===== config.mk =====
export PLATFORM = sky130hd
export DESIGN_NAME = core_l1d_resp
export DESIGN_NICKNAME = d
export VERILOG_FILES = /design/src/rtl/core_l1d_resp.sv
export SDC_FILE = /design/constraint.sdc
export NUM_CORES = 1
export LEC_CHECK = 0
export CAP_MARGIN = 10
export CORE_MARGIN = 2
export CORE_UTILIZATION = 35
export CTS_CLUSTER_SIZE = 40
export DETAILED_ROUTE_END_ITERATION = 8
export PLACE_DENSITY = 0.67
export SYNTH_ARGS = -nofsm -noshare
export SYNTH_HDL_FRONTEND = slang
export SYNTH_SLANG_ARGS = --single-unit

===== constraint.sdc =====
create_clock -name clk -period 2.05 [get_ports clk]
set_input_delay 0.205 -clock clk [delete_from_list [all_inputs] [get_ports clk]]
set_output_delay 0.205 -clock clk [all_outputs]
set_load 0.05 [all_outputs]

===== src/rtl/core_l1d_resp.sv =====
// core_l1d_resp: data-side responder for the core's L1D request port.
//
// Accepts one load/store at a time and turns it into a single word-aligned,
// byte-enabled memory bus transaction. It returns a one-cycle acknowledge
// carrying either zero-extended, right-justified load data or an error flag.
// The error flag covers a misaligned access, an illegal size or a timeout.
//
// Parameters
//   TIMEOUT  max cycles spent in REQ+WAIT before an error response (0 = off)
//   TW       width of the timeout counter, TIMEOUT < 2**TW
//
// Ports
//   clk, rst_n        clock, synchronous active-low reset
//   l1d_req_*         request from execute/memory stage (val/rdy handshake)
//   l1d_ack/err/rdata one-cycle completion with data or error
//   mem_req_*         memory request (val/ack handshake), held stable in REQ
//   mem_resp_*        memory response (reads and writes)
//
// All outputs are decoded from registered state only.

module core_l1d_resp #(
    parameter int unsigned TIMEOUT = 255,
    parameter int unsigned TW      = 8
) (
    input  logic        clk,
    input  logic        rst_n,

    input  logic        l1d_req_val,
    output logic        l1d_req_rdy,
    input  logic        l1d_req_cop,
    input  logic [2:0]  l1d_req_size,
    input  logic [31:0] l1d_req_addr,
    input  logic [31:0] l1d_req_wdata,
    output logic        l1d_ack,
    output logic [31:0] l1d_rdata,
    output logic        l1d_err,

    output logic        mem_req_val,
    input  logic        mem_req_ack,
    output logic        mem_req_we,
    output logic [31:0] mem_req_addr,
    output logic [3:0]  mem_req_be,
    output logic [31:0] mem_req_wdata,
    input  logic        mem_resp_val,
    input  logic [31:0] mem_resp_data
);

    typedef enum logic [1:0] {StIdle, StReq, StWait, StResp} state_e;

    localparam logic [2:0] SzByte = 3'b001;
    localparam logic [2:0] SzHalf = 3'b010;
    localparam logic [2:0] SzWord = 3'b100;

    state_e        state_q, state_d;
    logic          cop_q, cop_d;
    logic [2:0]    size_q, size_d;
    logic [31:0]   addr_q, addr_d;
    logic [31:0]   wdata_q, wdata_d;
    logic [TW-1:0] cnt_q, cnt_d;
    logic          err_q, err_d;
    logic [31:0]   rdata_q, rdata_d;

    logic          req_bad;
    logic          timeout_hit;
    logic [31:0]   resp_shifted;
    logic [31:0]   load_data;
    logic [3:0]    be_dec;
    logic [31:0]   wdata_dec;
    logic          in_req;

    // Illegal size or natural misalignment of the incoming request.
    always_comb begin
        req_bad = 1'b0;
        case (l1d_req_size)
            SzByte:  req_bad = 1'b0;
            SzHalf:  req_bad = l1d_req_addr[0];
            SzWord:  req_bad = (l1d_req_addr[1:0] != 2'b00);
            default: req_bad = 1'b1;
        endcase
    end

    assign timeout_hit = (TIMEOUT != 0) && (cnt_q == TW'(TIMEOUT));

    // Load lane select: shift the addressed lane to bit 0, zero-fill above.
    assign resp_shifted = mem_resp_data >> {addr_q[1:0], 3'b000};

    always_comb begin
        load_data = 32'h0;
        if (!cop_q) begin
            case (size_q)
                SzByte:  load_data = {24'h0, resp_shifted[7:0]};
                SzHalf:  load_data = {16'h0, resp_shifted[15:0]};
                default: load_data = resp_shifted;
            endcase
        end
    end

    always_comb begin
        be_dec    = 4'b0000;
        wdata_dec = 32'h0;
        case (size_q)
            SzByte: begin
                be_dec    = 4'b0001 << addr_q[1:0];
                wdata_dec = {4{wdata_q[7:0]}};
            end
            SzHalf: begin
                be_dec    = addr_q[1] ? 4'b1100 : 4'b0011;
                wdata_dec = {2{wdata_q[15:0]}};
            end
            SzWord: begin
                be_dec    = 4'b1111;
                wdata_dec = wdata_q;
            end
            default: begin
                be_dec    = 4'b0000;
                wdata_dec = 32'h0;
            end
        endcase
    end

    always_comb begin
        state_d = state_q;
        cop_d   = cop_q;
        size_d  = size_q;
        addr_d  = addr_q;
        wdata_d = wdata_q;
        cnt_d   = cnt_q;
        err_d   = err_q;
        rdata_d = rdata_q;

        case (state_q)
            StIdle: begin
                if (l1d_req_val) begin
                    cop_d   = l1d_req_cop;
                    size_d  = l1d_req_size;
                    addr_d  = l1d_req_addr;
                    wdata_d = l1d_req_wdata;
                    rdata_d = 32'h0;
                    cnt_d   = '0;
                    if (req_bad) begin
                        err_d   = 1'b1;
                        state_d = StResp;
                    end else begin
                        err_d   = 1'b0;
                        state_d = StReq;
                    end
                end
            end
            // A timeout wins over a coincident ack/response: the transaction
            // is abandoned and the memory side must tolerate that.
            StReq: begin
                cnt_d = cnt_q + TW'(1);
                if (timeout_hit) begin
                    err_d   = 1'b1;
                    state_d = StResp;
                end else if (mem_req_ack) begin
                    if (mem_resp_val) begin
                        rdata_d = load_data;
                        state_d = StResp;
                    end else begin
                        state_d = StWait;
                    end
                end
            end
            StWait: begin
                cnt_d = cnt_q + TW'(1);
                if (timeout_hit) begin
                    err_d   = 1'b1;
                    state_d = StResp;
                end else if (mem_resp_val) begin
                    rdata_d = load_data;
                    state_d = StResp;
                end
            end
            StResp: begin
                state_d = StIdle;
            end
            default: begin
                state_d = StIdle;
            end
        endcase
    end

    always_ff @(posedge clk) begin
        if (!rst_n) begin
            state_q <= StIdle;
            cop_q   <= 1'b0;
            size_q  <= 3'b000;
            addr_q  <= 32'h0;
            wdata_q <= 32'h0;
            cnt_q   <= '0;
            err_q   <= 1'b0;
            rdata_q <= 32'h0;
        end else begin
            state_q <= state_d;
            cop_q   <= cop_d;
            size_q  <= size_d;
            addr_q  <= addr_d;
            wdata_q <= wdata_d;
            cnt_q   <= cnt_d;
            err_q   <= err_d;
            rdata_q <= rdata_d;
        end
    end

    assign in_req = (state_q == StReq);

    assign l1d_req_rdy   = (state_q == StIdle);
    assign l1d_ack       = (state_q == StResp);
    assign l1d_err       = l1d_ack & err_q;
    assign l1d_rdata     = l1d_ack ? rdata_q : 32'h0;

    // Bus fields are driven only while the request is presented.
    assign mem_req_val   = in_req;
    assign mem_req_we    = in_req & cop_q;
    assign mem_req_addr  = in_req ? {addr_q[31:2], 2'b00} : 32'h0;
    assign mem_req_be    = in_req ? be_dec : 4'b0000;
    assign mem_req_wdata = in_req ? wdata_dec : 32'h0;

endmodule


Word level (Yosys, flattened, before mapping)

Cells that the tools add are included.

Register bits after elaboration: 111
Bits of input ports: 105
Output and inout port bits: 105
Word-level logic and storage cells: 70

Add/sub/neg operators: 1
Eq/ne operators: 17
Shift operators: 2
Mux-type cells: 30
Bitwise operators: 2
Reductions and logical operators: 10

Operators with widths:

| kind                                                               | number |
|---|---|
| 32-bit two-way mux                                                 | 9 |
| 32-bit case mux with 3 select lines                                | 2 |
| 32-bit case mux with 2 select lines                                | 1 |
| 32-bit by 5-bit right shift with 32-bit output                     | 1 |
| 8-bit case mux with 2 select lines                                 | 1 |
| 2-bit two-way mux                                                  | 6 |
| 4-bit case mux with 3 select lines                                 | 1 |
| 8-bit by 1-bit adder with 8-bit output (second input constant)     | 1 |
| 8-bit == test (second input constant)                              | 1 |
| 4-bit two-way mux                                                  | 2 |
| 8-bit two-way mux                                                  | 1 |
| 2-bit inequality test (second input constant)                      | 4 |
| 2-bit case mux with 4 select lines                                 | 1 |
| 3-bit by 1-bit == test with 1-bit output (second input constant)   | 2 |
| 3-bit by 2-bit == test with 1-bit output (second input constant)   | 2 |
| 3-bit == test (second input constant)                              | 2 |
| 3-bit inequality test (second input constant)                      | 2 |
| 3-bit AND reduction                                                | 2 |
| 5-bit AND reduction                                                | 1 |
| 2-bit == test (second input constant)                              | 2 |
| 1-bit two-way mux                                                  | 4 |
| 2-bit AND reduction                                                | 2 |
| 2-bit nonzero test                                                 | 2 |
| 1-bit by 2-bit << shifter with 4-bit output (first input constant) | 1 |
| other kinds (8)                                                    | 9 |

Logic depth before layout (Yosys ltp)

Gate-level depths: netlist of run 1.

Depth after elaboration: 7
Mapped depth: 8
Gate-level depth less buffers: 6

Least setup slack after synthesis of run 1

Ideal clock, no wire load.

Kind: reg2out
Start point: register state_q[1]
End point: output port mem_req_wdata[18]
Arrival: 2.111 ns
Data required time: 1.845 ns
Setup slack: -0.266 ns
Cell stages (with the launch flop): 6
Buffers on the path: 2
Cell sequence: dfxtp_1 inv_1 ha_1 clkbuf_8 clkbuf_1 nor2b_1

Cells in the longest elaborated chain, start to end: 2

Ends and longest elaborated chain:

| what                                     | RTL line | RTL |
|---|---|---|
| from (decl)                              | 54       | `state_e state_q, state_d;` |
| from (signal assigned)                   | 186      | `state_q <= StIdle;` |
| from (signal assigned)                   | 195      | `state_q <= state_d;` |
| 2-bit by 1-bit == test with 1-bit output | 206      | `assign in_req = (state_q == StReq);` |
| named net mem_req_val                    | 38       | `output logic mem_req_val,` |
| 32-bit two-way mux                       | 218      | `assign mem_req_wdata = in_req ? wdata_dec : 32'h0;` |
| to (decl)                                | 43       | `output logic [31:0] mem_req_wdata,` |

The timed path passes the listed nets, and every way through them passes these cells.

Worst setup path in the final report of run 1

Start point: register size_q[0]
End point: output port mem_req_be[1]

Cells in the longest elaborated chain, start to end: 3

Ends and longest elaborated chain:

| what                                        | RTL line | RTL |
|---|---|---|
| from (decl)                                 | 56       | `logic [2:0] size_q, size_d;` |
| from (signal assigned)                      | 197      | `size_q <= size_d;` |
| 3-bit == test, or another cell as far along | 101      | `case (size_q)` |
| 4-bit case mux with 3 select lines (*)      | 101      |  |
| 4-bit two-way mux (*)                       | 217      | `assign mem_req_be = in_req ? be_dec : 4'b0000;` |
| to (decl)                                   | 42       | `output logic [3:0] mem_req_be,` |

Mark *: on every way between the ends. The rest lies on a longest branch, timed or not.

==> flow_metrics.tcl, run 1 <==
set metrics [dict create \
    outcome "complete, no violations" \
    r2r_cells 7 \
    avgSynthCellArea_um2 7.97 \
    grt_pass1_wl_um 29800 \
    drc 0 \
    start_kind "flop" \
    antenna_found_initial 0 \
    cts_tree "done" \
    viasPerCell 4.93 \
    ys.flop_type "dfxtp_1" \
    die_w_um 133 \
    clock.fmax_mhz 495 \
    clockRootBuffer "clkbuf_16" \
    seq_area_um2 2230 \
    cts.hold.buffers_added 0 \
    rows 47 \
    fin_crit_sh 0.985 \
    synth-warning-count 0 \
    startpoint "size_q[0]" \
    layout.cells.non_filler 1154 \
    utilization 0.591 \
    tightest_slew_ns 0.497 \
    ant_nets 0 \
    hp-class "primary input to flop" \
    wl_per_cell_um 16.1 \
    dp.cells 1134 \
    leakage_nw 3.59 \
    dp_hpwl_um 13600 \
    holdPathStages 3 \
    slew_violations 0 \
    arrival_ns 1.81 \
    synthArstFlopShare 0 \
    setup_viol_count_final 0 \
    dieArea_um2 17800 \
    pin_count 210 \
    clk_pin_slew_ns 0.08 \
    reg2reg_to "rdata_q[21]" \
    yosysTopAreaCellShare 0.379 \
    clock_latency_ns 0.35 \
    syn-instance-count 736 \
    ys_types 53 \
    multiInputGateArea_um2 3530 \
    start_util 0.356 \
    slowest_delay_ns 0.42 \
    via_count 5694 \
    port_buffers 207 \
    track_usage 0.209 \
    hold_start "l1d_req_addr[2]" \
    cts-buffers-inserted 9 \
    slew_headroom 0.659 \
    drt_wl_total_um 18600 \
    areaGrowthSynthToFinish_pct 65.8 \
    layout.nets 1040 \
    rsz0062_at_grt "true" \
    finalCriticalPeriod_ns 2.02 \
    yosys_register_bits 111 \
    synth_most_common_cell "nand2_1" \
    ys_seq_area_frac 0.379 \
    hold_viol 0 \
    synth_top_area_cell "dfxtp_1" \
    fin_setup_tns_ns 0 \
    r2r_start "state_q[0]" \
    drv_cap 0 \
    grt_max_degree 69 \
    cp_data_required_time_ns 1.85 \
    h-tree-depth 3 \
    drt-initial-drc-count 315 \
    fill_cells 1427 \
    core_area_um2 16500 \
    critPathCaptureType "output pin" \
    rrSetupSlack_ns 0.20 \
    gr-total-overflow 0 \
    synth.area.top_cells "dfxtp_1 38%, nand2_1 13%, mux2i_1 8.4%, and2_1 7.9%, a21oi_1 6.2%" \
    worstSetupPathType "flop to output pin" \
    place_congestion 0.796 \
    power-per-cell-area_nw_per_um2 891 \
    cp_slowest_cell "dfxtp_4" \
    synth.top_cells.by_count "206 x nand2_1, 111 x dfxtp_1, 74 x and2_1" \
    synth_edf_count 0 \
    diodes 0 \
    whs_endpoint "addr_q[2]" \
    cp_cell_sequence "nor2b_1 -> buf_4 -> nand2_1 -> a211oi_1 -> o21a_1 -> buf_12" \
    critPathMaxFanout 9 \
    finClkSkew_ns 0.00631 \
    first_pass_iters 6 \
    cts_max_path_buffers 2 \
    drive_gt1_frac 0.222 \
    cts.sinks 111 \
    vdd_drop_max_mv 0.456 \
    grt_pass1_vias 5563 \
    netlist_area_um2 5870 \
    die_h_um 133 \
]
## per-layer routing
layer  part of all wire  vias to the layer above  wire length [um]  GRT usage
met5                  0                        -                 0          0
met4             0.0090                        0               168     0.0532
met3              0.089                       13              1660     0.0658
met2               0.47                      195              8830      0.347
met1               0.43                     2639              7960      0.263
li1                   -                     2847                 -          -
## worst max path at each step
stage	cells past startpoint	to	slack, ns
after CTS	6	mem_req_wdata[15]	-0.05
after global routing	6	mem_req_be[1]	-0.06
final	6	mem_req_be[1]	0.03
after floorplan	5	mem_req_wdata[24]	-0.19
after global placement	6	rdata_q[30]	0.03
after detailed placement	6	rdata_q[30]	-0.1
## sequential cells by signal, indices dropped and copies added, names as in the netlist
register and flops:
size_q 3, cnt_q 8, rdata_q 32, addr_q 32
err_q 1, wdata_q 32, state_q 2, cop_q 1
## what timing repair did
action,4_1_cts,5_1_grt
pin swaps,2,0
gates resized for setup,12,22
endpoints found under the setup margin,41,66
hold endpoints to repair,0,0
buffers inserted,2,2
## power breakdown
| part | internal [mW] | switching (mW) |
|---|---|---|
| registers | 2.60 | 0.296 |
| logic | 1.73 | 2.19 |
| clock network | 1.00 | 0.856 |
## worst max-delay path, delay by kind of cell (launching register included)
kind / cells / cell delay, ns
buffers and inverters: 2 / 0.32
and+or+nand+nor: 2 / 0.24
AOI/OAI and AO/OA: 2 / 0.47
DFF: 1 / 0.42
## area by class of cell
type / instances / share of cell area
Clock buffer: 10 / 0.0246
Clock inverter: 6 / 0.00759
Inverter: 6 / 0.00232
Multi-Input combinational cell: 563 / 0.363
Sequential cell: 111 / 0.229
Tap cell: 220 / 0.0283
Timing Repair Buffer: 238 / 0.345
## cell families (layout without fill, tap and decap cells)
family                   count (synthesis)  after routing  share of synthesized area
other                                    1              2                   0.000639
AND/OR/NAND/NOR                        345            345                      0.274
adder cells (fa/ha/maj)                  6              6                     0.0128
AO/OA/AOI/OAI                          145            145                      0.160
multiplexers                            58             58                      0.101
XOR/XNOR                                 7              7                     0.0105
buffers and inverters                   63            260                     0.0618
flip-flops                             111            111                      0.379
## through the flow
step,setup slack [ns],power (mW),instance area (um^2),hold WS [ns]
3_5_place_dp,-0.0956,6.74,9250,0.442
2_1_floorplan,-0.188,5.53,5990,0.341
3_3_place_gp,0.0257,6.68,9250,0.437
6_report,0.0314,8.67,9730,0.387
4_1_cts,-0.0506,8.67,9620,0.373
5_1_grt,-0.0612,9.18,9730,0.394
## cell usage in the layout (no fill, tap or decap), types with 4 or more instances in the layout
master	synthesis	routed
mux2i_1	49	49
a21oi_1	73	73
nor2_4	0	8
a22o_1	8	8
xor2_1	4	4
nor2b_4	0	16
buf_4	5	29
nor2_1	19	10
and2_1	74	73
dfxtp_1	111	109
o21ai_0	4	4
clkbuf_16	0	9
clkdlybuf4s50_1	0	104
ha_1	6	4
a22oi_1	24	23
nand3_1	4	4
o211ai_1	9	9
buf_12	3	104
mux2_2	9	9
nand2_1	206	205
o2bb2ai_1	9	9
nand2b_1	5	4
Note: power is estimated with default switching activity, not from simulation.
==> run 2: changes to the inputs <==
Settings changed: DONT_BUFFER_PORTS from default to 1, PLACE_DENSITY 0.67 to 0.51.
==> run 2 against run 1 <==
Net effect: clock skew is 0.0014 ns higher; cell count fell by 2.9%; combinational power down 6.4%; sequential share of layout area grew 2.4 points; utilization shrank 5.6 points; critical path type unchanged; wire length is 0.24% higher; largest power group unchanged.
==> flow_metrics.tcl, run 2 (synthesis gave the netlist of run 1 again) <==
set metrics [dict create \
    track_usage 0.204 \
    drive_gt1_frac 0.217 \
    fin_area_um2 8810 \
    areaGrowthSynthToFinish_pct 50.2 \
    rrSetupSlack_ns 0.14 \
    drt_wl_total_um 18700 \
    grt_pass1_wl_um 29100 \
    worstSetupPathType "flop to output pin" \
    slew_violations 0 \
    p_int_mw 5.28 \
    layout.cells.non_filler 1121 \
    die_h_um 133 \
    whs_ns 0.00276 \
    drv_cap 0 \
    finClkSkew_ns 0.00768 \
    whs_endpoint "wdata_q[10]" \
    power_frac_clock 0.233 \
    place_congestion 0.817 \
    arrival_ns 1.78 \
    critPathCaptureType "output pin" \
    tightest_slew_ns 0.546 \
    h-tree-depth 3 \
    fin_setup_tns_ns 0 \
    gr-total-overflow 0 \
    fin_crit_sh 0.969 \
    grt_max_degree 73 \
    drc 0 \
    cts.sinks 111 \
    r2r_cells 7 \
    reg2reg_to "rdata_q[26]" \
    antenna_found_initial 1 \
    cp_data_required_time_ns 1.85 \
    hold_start "l1d_req_wdata[10]" \
    core_area_um2 16500 \
    start_util 0.356 \
    clk_pin_slew_ns 0.08 \
    dpl_worst_slack_ns 0.0290 \
    slew_headroom 0.634 \
    rsz0062_at_grt "true" \
    pin_count 210 \
    ant_nets 0 \
    cts_tree "done" \
    fin_ws_ns 0.0626 \
    final_cell_mix "205 x nand2_1, 108 x dfxtp_1, 76 x dlygate4sd3_1, 73 x and2_1, 73 x a21oi_1" \
    final_common_cell "nand2_1" \
    start_kind "flop" \
    clock_latency_ns 0.35 \
    rows 47 \
    holdPathStages 2 \
    dieArea_um2 17800 \
    critPathMaxFanout 6 \
    clockRootBuffer "clkbuf_16" \
    cts-buffers-inserted 9 \
    wl_per_cell_um 16.6 \
    share_seq_of_total_power 0.339 \
    layout.nets 1006 \
    cts_max_path_buffers 2 \
    setup_viol_count_final 0 \
    dp.cells 1022 \
    reg.largest.list "addr_q (32), rdata_q (32), wdata_q (32)" \
    vdd_drop_max_mv 0.516 \
    hp-class "primary input to flop" \
    first_pass_iters 5 \
    power_switching_mw 3.28 \
    hold_viol 0 \
    grt_pass1_vias 5612 \
    clock.fmax_mhz 503 \
    outcome "complete, no violations" \
    viasPerCell 5.08 \
    switching_share 0.383 \
    combPwrFrac 0.428 \
    r2r_start "state_q[0]" \
    port_buffers 0 \
    total_power_mw 8.57 \
    via_count 5694 \
    leakage_nw 3.37 \
    placement.cell_area_um2 7550 \
    power-per-cell-area_nw_per_um2 972 \
    finalCriticalPeriod_ns 1.99 \
    die_w_um 133 \
    drt-initial-drc-count 318 \
    utilization 0.535 \
    dp_hpwl_um 12800 \
]
## run 2: worst max path at each step
stage,from,endpoint,depth (start not counted)
2_1_floorplan,state_q[1],mem_req_wdata[24],5
5_1_grt,size_q[0],mem_req_wdata[25],7
3_3_place_gp,state_q[1],rdata_q[30],6
4_1_cts,state_q[1],mem_req_wdata[4],6
6_report,size_q[0],mem_req_wdata[18],6
3_5_place_dp,state_q[1],rdata_q[30],6
## run 2: area by class of cell
| class | count | area, um^2 |
|---|---|---|
| Tap cell | 220 | 275 |
| Antenna cell | 1 | 2.50 |
| Fill cell | 1511 | 7650 |
| Clock inverter | 5 | 86.3 |
| Timing Repair Buffer | 204 | 2460 |
| Clock buffer | 11 | 253 |
| Multi-Input combinational cell | 563 | 3480 |
| Inverter | 6 | 22.5 |
| Sequential cell | 111 | 2230 |
## run 2: timing repair
item | in CTS | in global routing
setup endpoints to repair | 62 | 54
resized for setup | 10 | 20
endpoints found under the hold margin | 76 | 1
setup buffers | 0 | 6
pin swaps | 2 | 5
hold buffers | 75 | 1
## run 2: per-layer routing
metal  up-vias  track usage  routed length [um]
met2       222        0.358                9220
li1       2775            -                   -
met4         0       0.0733                 384
met3        26       0.0552                1500
met1      2671        0.240                7560
met5         -            0                   0
## run 2: power groups by stage
stage	clock, mW	sequential, mW	combinational (mW)
final	1.99	2.90	3.67
after global placement	0	2.92	3.32
after global routing	2.13	2.96	3.95
after detailed placement	0	2.94	3.41
after CTS	2.03	2.90	3.57
after floorplan	0	2.81	2.72
## run 2: worst max-delay path, stage by stage (launching register included)
cell and delay [ns]:
dfxtp_4 0.36, nand2b_2 0.22, a21oi_4 0.25, buf_6 0.16, a22oi_1 0.09, nor2b_2 0.18
buf_12 0.15
==> run 3: changes to the inputs <==
Settings changed: CORE_MARGIN 2 to 1.5, SKIP_CTS_REPAIR_TIMING from default to 1.
==> run 3 against run 2 <==
Net effect: the run now ends with negative hold slack left; highest routed layer unchanged; clock power down 13%; design area down 2.1%; register-to-register slack worse by 0.05 ns; fmax down 1.9%; wire length down 2.7%; sequential share of layout area up 0.58 points; via count down 2.5%; hold slack worse by 0.021 ns; critical path depth up 1; first-iteration DRC count down 14%; largest cell class unchanged; setup slack worse by 0.038 ns.
==> flow_metrics.tcl, run 3 (synthesis gave the netlist of run 1 again) <==
set metrics [dict create \
    outcome "finished, violations left" \
    violations "negative hold slack" \
    arrival_ns 1.82 \
    clk_pin_slew_ns 0.08 \
    drt_wl_total_um 18200 \
    h-tree-depth 3 \
    fill_cells 1534 \
    slew_headroom 0.628 \
    diodes 0 \
    cp_data_required_time_ns 1.85 \
    critPathMaxFanout 6 \
    finClkSkew_ns 0.00726 \
    critPathCaptureType "output pin" \
    startpoint "size_q[0]" \
    hold_viol 14 \
    gr-total-overflow 0 \
    cts-buffers-inserted 9 \
    reg.largest.list "addr_q (32), rdata_q (32), wdata_q (32)" \
    drt-initial-drc-count 273 \
    cts_max_path_buffers 2 \
    leakage_nw 3.27 \
    track_usage 0.196 \
    layout.nets 982 \
    via_count 5550 \
    ant_nets 0 \
    rows 47 \
    clock.fmax_mhz 494 \
    cts_tree "done" \
    drv_cap 0 \
    areaGrowthSynthToFinish_pct 47.1 \
    die_h_um 132 \
    tightest_slew_ns 0.556 \
    power-per-cell-area_nw_per_um2 963 \
    core_area_um2 16500 \
    port_buffers 0 \
    first_pass_iters 5 \
    hp-class "primary input to flop" \
    dpl_worst_slack_ns 0.0503 \
    hold_start "l1d_req_addr[18]" \
    grt_max_degree 69 \
    antenna_found_initial 0 \
    vdd_drop_max_mv 0.663 \
    fin_ws_ns 0.0247 \
    grt_pass1_wl_um 27900 \
    fin_crit_sh 0.988 \
    drc 0 \
    drive_gt1_frac 0.240 \
    finalCriticalPeriod_ns 2.03 \
    pin_count 210 \
    start_kind "flop" \
    met2_usage 0.337 \
    grtUsageMet1 0.234 \
    grt_busiest_layer "met2" \
    grt_use_met3 0.0617 \
    setup_viol_count_final 0 \
    worstSetupPathType "flop to output pin" \
    r2r_start "state_q[0]" \
    cts.sinks 111 \
    grt_pass1_vias 5300 \
    final_cell_mix "205 x nand2_1, 107 x dfxtp_1, 73 x a21oi_1, 68 x and2_1, 58 x buf_12" \
    place_congestion 0.847 \
    clock_latency_ns 0.35 \
    viasPerCell 5.06 \
    dieArea_um2 17500 \
    die_w_um 132 \
    start_util 0.356 \
    utilization 0.524 \
    fin_setup_tns_ns 0 \
    dp_hpwl_um 12800 \
    whs_ns -0.0183 \
    final_common_cell "nand2_1" \
    slew_violations 0 \
    wl_per_cell_um 16.6 \
    clockRootBuffer "clkbuf_16" \
    rsz0062_at_grt "true" \
]
[run 3: changes by cell type in the layout (fill, tap and decap cells not counted), moves of 2 or more]
cell           before  now
and2_1             73   68
and2_4              0    5
buf_12             56   58
dlygate4sd3_1      76   51
bufinv_16           2    0
nor2_2              0    6
clkbuf_16           9   11
buf_6              10   13
buf_4              62   56
nor2_1             19   13
[run 3: cell type report]
type / count / area [um^2] / area share
Clock inverter: 6 / 51.3 / 0.00594
Inverter: 6 / 22.5 / 0.00261
Tap cell: 220 / 275 / 0.0319
Clock buffer: 10 / 239 / 0.0277
Sequential cell: 111 / 2230 / 0.259
Multi-Input combinational cell: 563 / 3520 / 0.408
Timing Repair Buffer: 180 / 2290 / 0.265
[run 3: metal layers]
metal  share of wire  routed length [um]  vias to the layer above
met5               0                   0                        -
met1            0.41                7520                     2623
met3           0.074                1340                       14
li1                -                   -                     2732
met2            0.50                9060                      181
met4           0.013                 244                        0
[run 3: final timing paths]
path	endpoint	slack, ns	cells past startpoint
setup reg to reg	rdata_q[11]	0.09	6
hold reg to reg	addr_q[16]	0.45	2
hold / removal	addr_q[18]	-0.02	2
setup / recovery	mem_req_wdata[17]	0.02	7
[run 3: through the flow]
step	total power, mW	instance area (um^2)	hold WS, ns	cells
final	8.31	8630	-0.0183	1096
after global routing	8.80	8630	-0.0000126	1096
after CTS	8.08	7830	-0.0357	1035
after detailed placement	6.33	7540	0.348	1019
after global placement	6.23	7540	0.344	1019
after floorplan	5.53	5990	0.341	737
[run 3: power breakdown]
group | switching [mW] | total, mW | leakage [nW] | internal, mW
Clock | 0.862 | 1.74 | 0.145 | 0.880
Combinational | 2.13 | 3.66 | 2.22 | 1.53
Sequential | 0.308 | 2.91 | 0.909 | 2.60
[run 3: worst max-delay path, stage by stage (launching register included)]
cell       delay [ns]
dfxtp_4          0.36
buf_6            0.13
nor3_4           0.26
buf_6            0.17
clkbuf_16        0.14
a22oi_1          0.10
nor2b_4          0.16
buf_12           0.14
